[src/rtl/vit_pkg.sv]
// Shared Viterbi trellis constants, FSM state encoding and the predecessor-state
// rule used by both the ACS/survivor writer and the traceback unit.
package vit_pkg;

  localparam int ST_W   = 2;
  localparam int STEP_W = 8;
  localparam int ADDR_W = STEP_W + ST_W;

  typedef enum logic [1:0] {
    IDLE = 2'd0,
    RD   = 2'd1,
    USE  = 2'd2,
    FIN  = 2'd3
  } state_e;

  // Shift-register trellis: the older state is the current state shifted up
  // with the survivor decision entering at the LSB.
  function automatic logic [ST_W-1:0] pred_state(input logic [ST_W-1:0] cur,
                                                 input logic            decision);
    return {cur[ST_W-2:0], decision};
  endfunction

endpackage

[src/rtl/vit_traceback.sv]
// Viterbi survivor-memory traceback: walks the trellis backwards from a given
// state/step, emitting one decoded bit per read (newest step first).
module vit_traceback
  import vit_pkg::*;
(
  input  logic              clk,
  input  logic              rst,
  input  logic              start,
  input  logic [ST_W-1:0]   start_state,
  input  logic [STEP_W-1:0] end_step,
  input  logic [STEP_W-1:0] length,
  input  logic              mem_hold,
  input  logic              mem_d,
  output logic [ADDR_W-1:0] mem_addr,
  output logic              busy,
  output logic              dout_valid,
  output logic              dout,
  output logic              done
);

  state_e              state_q, state_d;
  logic [ST_W-1:0]     cur_state_q, cur_state_d;
  logic [STEP_W-1:0]   cur_step_q, cur_step_d;
  logic [STEP_W:0]     remaining_q, remaining_d;
  logic [ADDR_W-1:0]   addr_q, addr_d;

  always_comb begin
    // NOTE: every variable gets its hold value first so no path can infer a latch.
    state_d     = state_q;
    cur_state_d = cur_state_q;
    cur_step_d  = cur_step_q;
    remaining_d = remaining_q;
    addr_d      = addr_q;

    unique case (state_q)
      IDLE: begin
        if (start) begin
          state_d     = RD;
          cur_state_d = start_state;
          cur_step_d  = end_step;
          remaining_d = (length == '0) ? (STEP_W+1)'(256) : {1'b0, length};
        end
      end
      RD: begin
        addr_d = {cur_step_q, cur_state_q};
        if (!mem_hold) state_d = USE;
      end
      USE: begin
        cur_state_d = pred_state(cur_state_q, mem_d);
        cur_step_d  = cur_step_q - 1'b1;
        remaining_d = remaining_q - 1'b1;
        state_d     = (remaining_q > (STEP_W+1)'(1)) ? RD : FIN;
      end
      FIN: state_d = IDLE;
      default: state_d = IDLE;
    endcase
  end

  // NOTE: sequential state uses non-blocking assignments so all registers update together.
  always_ff @(posedge clk or posedge rst) begin
    if (rst) begin
      state_q     <= IDLE;
      cur_state_q <= '0;
      cur_step_q  <= '0;
      remaining_q <= '0;
      addr_q      <= '0;
    end else begin
      state_q     <= state_d;
      cur_state_q <= cur_state_d;
      cur_step_q  <= cur_step_d;
      remaining_q <= remaining_d;
      addr_q      <= addr_d;
    end
  end

  // Address is live during RD and frozen elsewhere, so memory sees it in the RD cycle itself.
  assign mem_addr   = (state_q == RD) ? {cur_step_q, cur_state_q} : addr_q;
  assign busy       = (state_q == RD) || (state_q == USE);
  assign dout_valid = (state_q == USE);
  assign dout       = (state_q == USE) ? cur_state_q[ST_W-1] : 1'b0;
  assign done       = (state_q == FIN);

endmodule

[config.mk]
export PLATFORM = sky130hd
export DESIGN_NAME = vit_traceback
export DESIGN_NICKNAME = d
export VERILOG_FILES = /design/src/rtl/vit_pkg.sv /design/src/rtl/vit_traceback.sv
export SDC_FILE = /design/constraint.sdc
export NUM_CORES = 1
export LEC_CHECK = 0
export ABC_CLOCK_PERIOD_IN_PS = 2300
export CAP_MARGIN = 20
export CORE_MARGIN = 1
export CORE_UTILIZATION = 51
export DETAILED_ROUTE_END_ITERATION = 6
export DONT_BUFFER_PORTS = 1
export PLACE_DENSITY_LB_ADDON = 0.3
export SLEW_MARGIN = 10
export SYNTH_ARGS = -nofsm -noshare
export SYNTH_HDL_FRONTEND = slang
export SYNTH_SLANG_ARGS = --single-unit
[constraint.sdc]
create_clock -name clk -period 2.3 [get_ports clk]
set_input_delay 0.46 -clock clk [delete_from_list [all_inputs] [get_ports clk]]
set_output_delay 0.46 -clock clk [all_outputs]
set_load 0.005 [all_outputs]
==> results.json, run 1 <==
{
  "cts_buffers": 5,
  "coreArea_um2": 3340,
  "drc": 0,
  "rsz0062_at_grt": "no",
  "tns_ns": 0,
  "synth_warnings": 0,
  "start_util": 0.530,
  "avgSynthCellArea_um2": 9.77,
  "wl_met3_um": 223,
  "diodes": 0,
  "clkPwrFrac": 0.154,
  "reg2reg_to": "cur_step_q[6]",
  "setup_viol": 0,
  "clock_sinks": 31,
  "max_slew_margin": 0.597,
  "switchingPower_mw": 1.24,
  "rr_startpoint": "state_q[0]",
  "grt_pass1_wl_um": 5600,
  "cp.arrival_ns": 1.71,
  "drtIter0Drc": 62,
  "row_count": 21,
  "nFillCells": 322,
  "hold_viol_final": 0,
  "cts-root-buf": "clkbuf_4",
  "routed-wl-met2_um": 1750,
  "p_leak_nw": 0.768,
  "min_period_ns": 2.17,
  "cts_resized": 0,
  "drt-met1-wl_um": 1640,
  "post-place-ws_ns": 0.327,
  "io_pins": 37,
  "path_clk_slew_ns": 0.10,
  "area_growth_syn_to_layout_pct": 7.14,
  "highest_layer": "met4",
  "post_drt_wl_per_cell_um": 16.0,
  "worstSetupStartpointType": "flop",
  "instances_no_fill": 229,
  "synth_cells": 181,
  "routed_wl_um": 3660,
  "track_usage": 0.209,
  "p_per_area_nw_per_um2": 1530,
  "ff2ff_setup_slack_ns": 0.32,
  "place_congestion": 0.840,
  "crit_path_max_fanout": 31,
  "power_frac_comb": 0.476,
  "reg2reg_depth": 6,
  "clk_latency_ns": 0.33,
  "period_share": 0.945,
  "crit_slowest_cell": "dfrtp_1",
  "p_sw_frac": 0.425,
  "htreeDepth": 2,
  "synth_top_area_cell": "dfrtp_1",
  "detailed_place_hpwl_um": 2640,
  "syn_nets": 211,
  "holdBufCountCts": 0,
  "setup_ws_ns": 0.127,
  "grt_pass1_vias": 1286,
  "synth_common_cells": "31 x dfrtp_1, 16 x nor2_1, 15 x nand2_1",
  "p_int_mw": 1.67,
  "cts_tree": "yes",
  "synth_top_area_share": 0.438,
  "slew_viol_final": 0,
  "synthTopCellsByArea": "dfrtp_1 44%, mux2_2 6.4%, ha_1 5.0%, a21oi_1 4.0%, nor2_1 3.4%",
  "required_ns": 1.84,
  "synthFlopType": "dfrtp_1",
  "nNetsFinal": 212,
  "hp-class": "input port to async pin",
  "ant_nets": 0,
  "fmax_ghz": 0.460,
  "synth_edf_count": 0,
  "worst_slew_pin_slew_ns": 0.605,
  "drive_gt1_frac": 0.191,
  "portBuffers": 0,
  "die_h_um": 60.9,
  "grt-ovfl-total": 0,
  "skew_ns": 0.0110,
  "crit_chain": "inv_1 -> ha_1 -> buf_4 -> and2_1",
  "status": "completed",
  "ys_ff_latch": 31,
  "dpl.cell_count": 221,
  "yosysMostFrequentCell": "dfrtp_1",
  "grt_max_degree": 32,
  "cts_buffer_depth": 2,
  "die_area_um2": 3710,
  "drv_cap": 0,
  "firstDrtPassIters": 4,
  "antenna_found_initial": 0,
  "die_w_um": 60.9,
  "yosysSeqAreaShare": 0.438,
  "crit_type": "flop to output pin",
  "ys_async_sr_fraction": 1.00,
  "utilization": 0.568,
  "vdd_drop_max_mv": 0.599,
  "cp_slowest_stage_delay_ns": 0.44,
  "synth_cell_type_count": 43,
  "power.share.sequential": 0.369,
  "postCtsSetupBuffers": 0,
  "vias": 1391,
  "worstSetupEndpointType": "output pin",
  "netlist_area_um2": 1770,
  "viasPerCell": 6.07
}
layout by cell type (no fill, tap or decap), drive strengths merged, types with 3 or more instances in the layout:
cell / count
a21oi: 17
buf: 4
clkbuf: 6
dfrtp: 31
ha: 7
inv: 8
mux2: 10
mux2i: 5
nand2: 15
nand3: 4
nor2: 17
nor3: 3
nor4: 4
o21ai: 14
o22a: 4
o22ai: 7
logic make-up (layout without fill, tap and decap cells):
family | after synthesis | in the layout | synth area share
AO/OA/AOI/OAI | 59 | 59 | 0.219
AND/OR/NAND/NOR | 51 | 51 | 0.149
flip-flops | 31 | 31 | 0.438
buffers and inverters | 18 | 20 | 0.0453
multiplexers | 15 | 15 | 0.0990
adder cells (fa/ha/maj) | 7 | 7 | 0.0495
routing by layer:
layer,vias up,global-route usage
met5,-,0
met4,0,0.0909
met3,5,0.0576
met2,45,0.341
met1,680,0.259
li1,661,-
registers in the layout (all words and copies together), names as in the netlist:
register     cells
state_q          2
cur_state_q      2
cur_step_q       8
remaining_q      9
addr_q          10
power groups by stage:
stage,Sequential [mW],Clock (mW),Combinational [mW]
CTS,1.07,0.461,1.39
finish,1.07,0.449,1.38
global placement,1.06,0,1.33
floorplan,0.997,0,1.19
global route,1.11,0.475,1.54
detailed placement,1.08,0,1.38
worst max-delay path by stage:
stage	start	to	slack [ns]
2_1_floorplan	state_q[1]	mem_addr[0]	0.47
3_3_place_gp	state_q[0]	cur_step_q[7]	0.41
3_5_place_dp	state_q[0]	cur_step_q[6]	0.33
4_1_cts	state_q[1]	mem_addr[7]	0.02
5_1_grt	state_q[0]	dout	0.04
6_report	state_q[0]	dout	0.13
area by class of cell:
class / count / area, um^2 / area share
clock inverter: 2 / 35.0 / 0.0185
sequential: 31 / 776 / 0.409
tap: 46 / 57.6 / 0.0304
inverter: 8 / 30.0 / 0.0158
timing repair buffer: 4 / 30.0 / 0.0158
clock buffer: 6 / 51.3 / 0.0271
multi-input combinational: 132 / 916 / 0.483
per-stage QoR:
step	total power [mW]	instance area (um^2)	hold WS (ns)
6_report	2.91	1900	0.0743
2_1_floorplan	2.18	1770	0.458
3_3_place_gp	2.39	1810	0.451
3_5_place_dp	2.46	1810	0.455
5_1_grt	3.13	1900	0.115
4_1_cts	2.92	1890	0.0872
critical path, delay by kind of cell (launching register included):
kind	cells	cell delay [ns]
and+or+nand+nor	1	0.20
adders and majority gates	1	0.28
DFF	1	0.44
buffers and inverters	2	0.46
Power figures use the tool's default switching activity.
==> run 2, diff against run 1 <==
--- a/config.mk
+++ b/config.mk
@@ -5,8 +5,9 @@
 export SDC_FILE = /design/constraint.sdc
 export NUM_CORES = 1
 export LEC_CHECK = 0
-export ABC_CLOCK_PERIOD_IN_PS = 2300
+export ABC_CLOCK_PERIOD_IN_PS = 1900
 export CAP_MARGIN = 20
+export CORE_ASPECT_RATIO = 0.5
 export CORE_MARGIN = 1
 export CORE_UTILIZATION = 51
 export DETAILED_ROUTE_END_ITERATION = 6
==> constraint.sdc (replaced) <==
create_clock -name clk -period 1.9 [get_ports clk]
set_input_delay 0.38 -clock clk [delete_from_list [all_inputs] [get_ports clk]]
set_output_delay 0.38 -clock clk [all_outputs]
set_load 0.005 [all_outputs]
==> run 2 against run 1 <==
  * Worst hold slack got worse by 0.014 ns
  * Sequential power increased by 20%
  * Critical endpoint unchanged
  * Via count increased by 1.0%
  * Routed wire length increased by 0.60%
  * Sequential share of layout area decreased by 1.7 points
  * Clock power increased by 49%
==> results.json, run 2 (same netlist as run 1, synthesis figures left out) <==
{
  "top_register": "addr_q",
  "cp.arrival_ns": 1.47,
  "place_area_um2": 1840,
  "area_growth_syn_to_layout_pct": 11.9,
  "coreArea_um2": 3150,
  "path_clk_slew_ns": 0.07,
  "row_count": 14,
  "drv_cap": 0,
  "reg_top3": "addr_q: 10 flops, remaining_q: 9 flops, cur_step_q: 8 flops",
  "worst_slew_pin_slew_ns": 0.401,
  "whs_ns": 0.0599,
  "grt_pass1_wl_um": 6150,
  "hold_viol_final": 0,
  "viasPerCell": 6.16,
  "largest_reg_flops": 10,
  "htreeDepth": 2,
  "clk_latency_ns": 0.29,
  "status": "completed",
  "detailed_place_hpwl_um": 2600,
  "worstSetupStartpointType": "flop",
  "cts_tree": "yes",
  "crit_chain": "inv_1 -> ha_2 -> buf_4 -> and2_1",
  "setup_viol": 0,
  "min_period_ns": 1.85,
  "p_leak_nw": 0.807,
  "drive_gt1_frac": 0.223,
  "grt-ovfl-total": 0,
  "die_h_um": 43.6,
  "grt_pass1_vias": 1278,
  "final_cell_mix": "31 x dfrtp_1, 16 x nor2_1, 14 x nand2_1, 14 x a21oi_1, 11 x o21ai_0",
  "cts_buffers": 5,
  "max_slew_margin": 0.727,
  "drtIter0Drc": 56,
  "ant_nets": 0,
  "final_common_cell": "dfrtp_1",
  "fmax_ghz": 0.542,
  "die_area_um2": 3720,
  "period_share": 0.972,
  "p_per_area_nw_per_um2": 1910,
  "cp_slowest_stage_delay_ns": 0.45,
  "postCtsSetupBuffers": 0,
  "cts_buffer_depth": 2,
  "crit_family": "flip-flops",
  "vdd_drop_max_mv": 0.750,
  "hp-class": "input port to async pin",
  "rsz0062_at_grt": "yes",
  "skew_ns": 0.00447,
  "fin_area_um2": 1980,
  "crit_path_max_fanout": 10,
  "post_drt_wl_per_cell_um": 16.2,
  "routed_wl_um": 3690,
  "portBuffers": 0,
  "antenna_found_initial": 0,
  "slew_viol_final": 0,
  "finalPower_mw": 3.78,
  "diodes": 0,
  "io_pins": 37,
  "cts-root-buf": "clkbuf_8",
  "vias": 1405,
  "track_usage": 0.224,
  "place_congestion": 0.842,
  "clock_sinks": 31,
  "required_ns": 1.52,
  "die_w_um": 85.3,
  "crit_type": "flop to output pin",
  "firstDrtPassIters": 4,
  "start_util": 0.561,
  "nNetsFinal": 217,
  "drc": 0,
  "worstSetupEndpointType": "output pin",
  "grt_max_degree": 32,
  "crit_buf_inv": 2,
  "crit_slowest_cell": "dfrtp_1"
}
## run 2: changes by cell type in the layout (fill, tap and decap cells not counted), sizes merged
| cell | before | now |
|---|---|---|
| buf | 4 | 9 |
## run 2: cell type report
cell class / count / area (um^2)
fillers: 259 / 1170
multi-input cells: 132 / 938
flip-flops and latches: 31 / 776
clock buffers: 6 / 82.6
repair buffers: 9 / 67.6
well taps: 40 / 50.0
clock inverters: 2 / 35.0
inverters: 8 / 30.0
## run 2: timing repair
item | 4_1_cts | 5_1_grt
hold buffers | 0 | 0
endpoints found under the setup margin | 10 | 17
resized for setup | 1 | 4
## run 2: report_power, final
part / internal [mW] / total (mW) / switching [mW]
clock network: 0.424 / 0.670 / 0.246
logic: 0.819 / 1.82 / 1.00
registers: 0.982 / 1.28 / 0.302
## run 2: worst paths after layout
check                                from        endpoint  slack [ns]  depth (start not counted)
min                                   rst       addr_q[4]        0.06                          2
min in group clk              end_step[0]   cur_step_q[0]        0.28                          2
min reg2reg                cur_state_q[1]  cur_state_q[1]        0.50                          2
max                            state_q[0]            dout        0.05                          4
max in group asynchronous             rst  remaining_q[4]        1.55                          2
max reg2reg                    state_q[0]  remaining_q[7]        0.11                          6
## run 2: per-layer routing
layer	wire (um)	up-vias	GRT usage
met5	0	-	0
met4	54	0	0.100
met3	271	8	0.0971
met2	1620	40	0.335
met1	1740	680	0.286
li1	-	677	-
## run 2: through the flow
stage,worst slack [ns],std cells,setup TNS (ns),util
floorplan,0.150,181,0,-
global placement,0.129,220,0,0.583
detailed placement,0.0587,220,0,0.583
CTS,-0.00856,228,-0.0512,0.621
global route,-0.0250,228,-0.0640,0.628
finish,0.0534,228,0,0.628
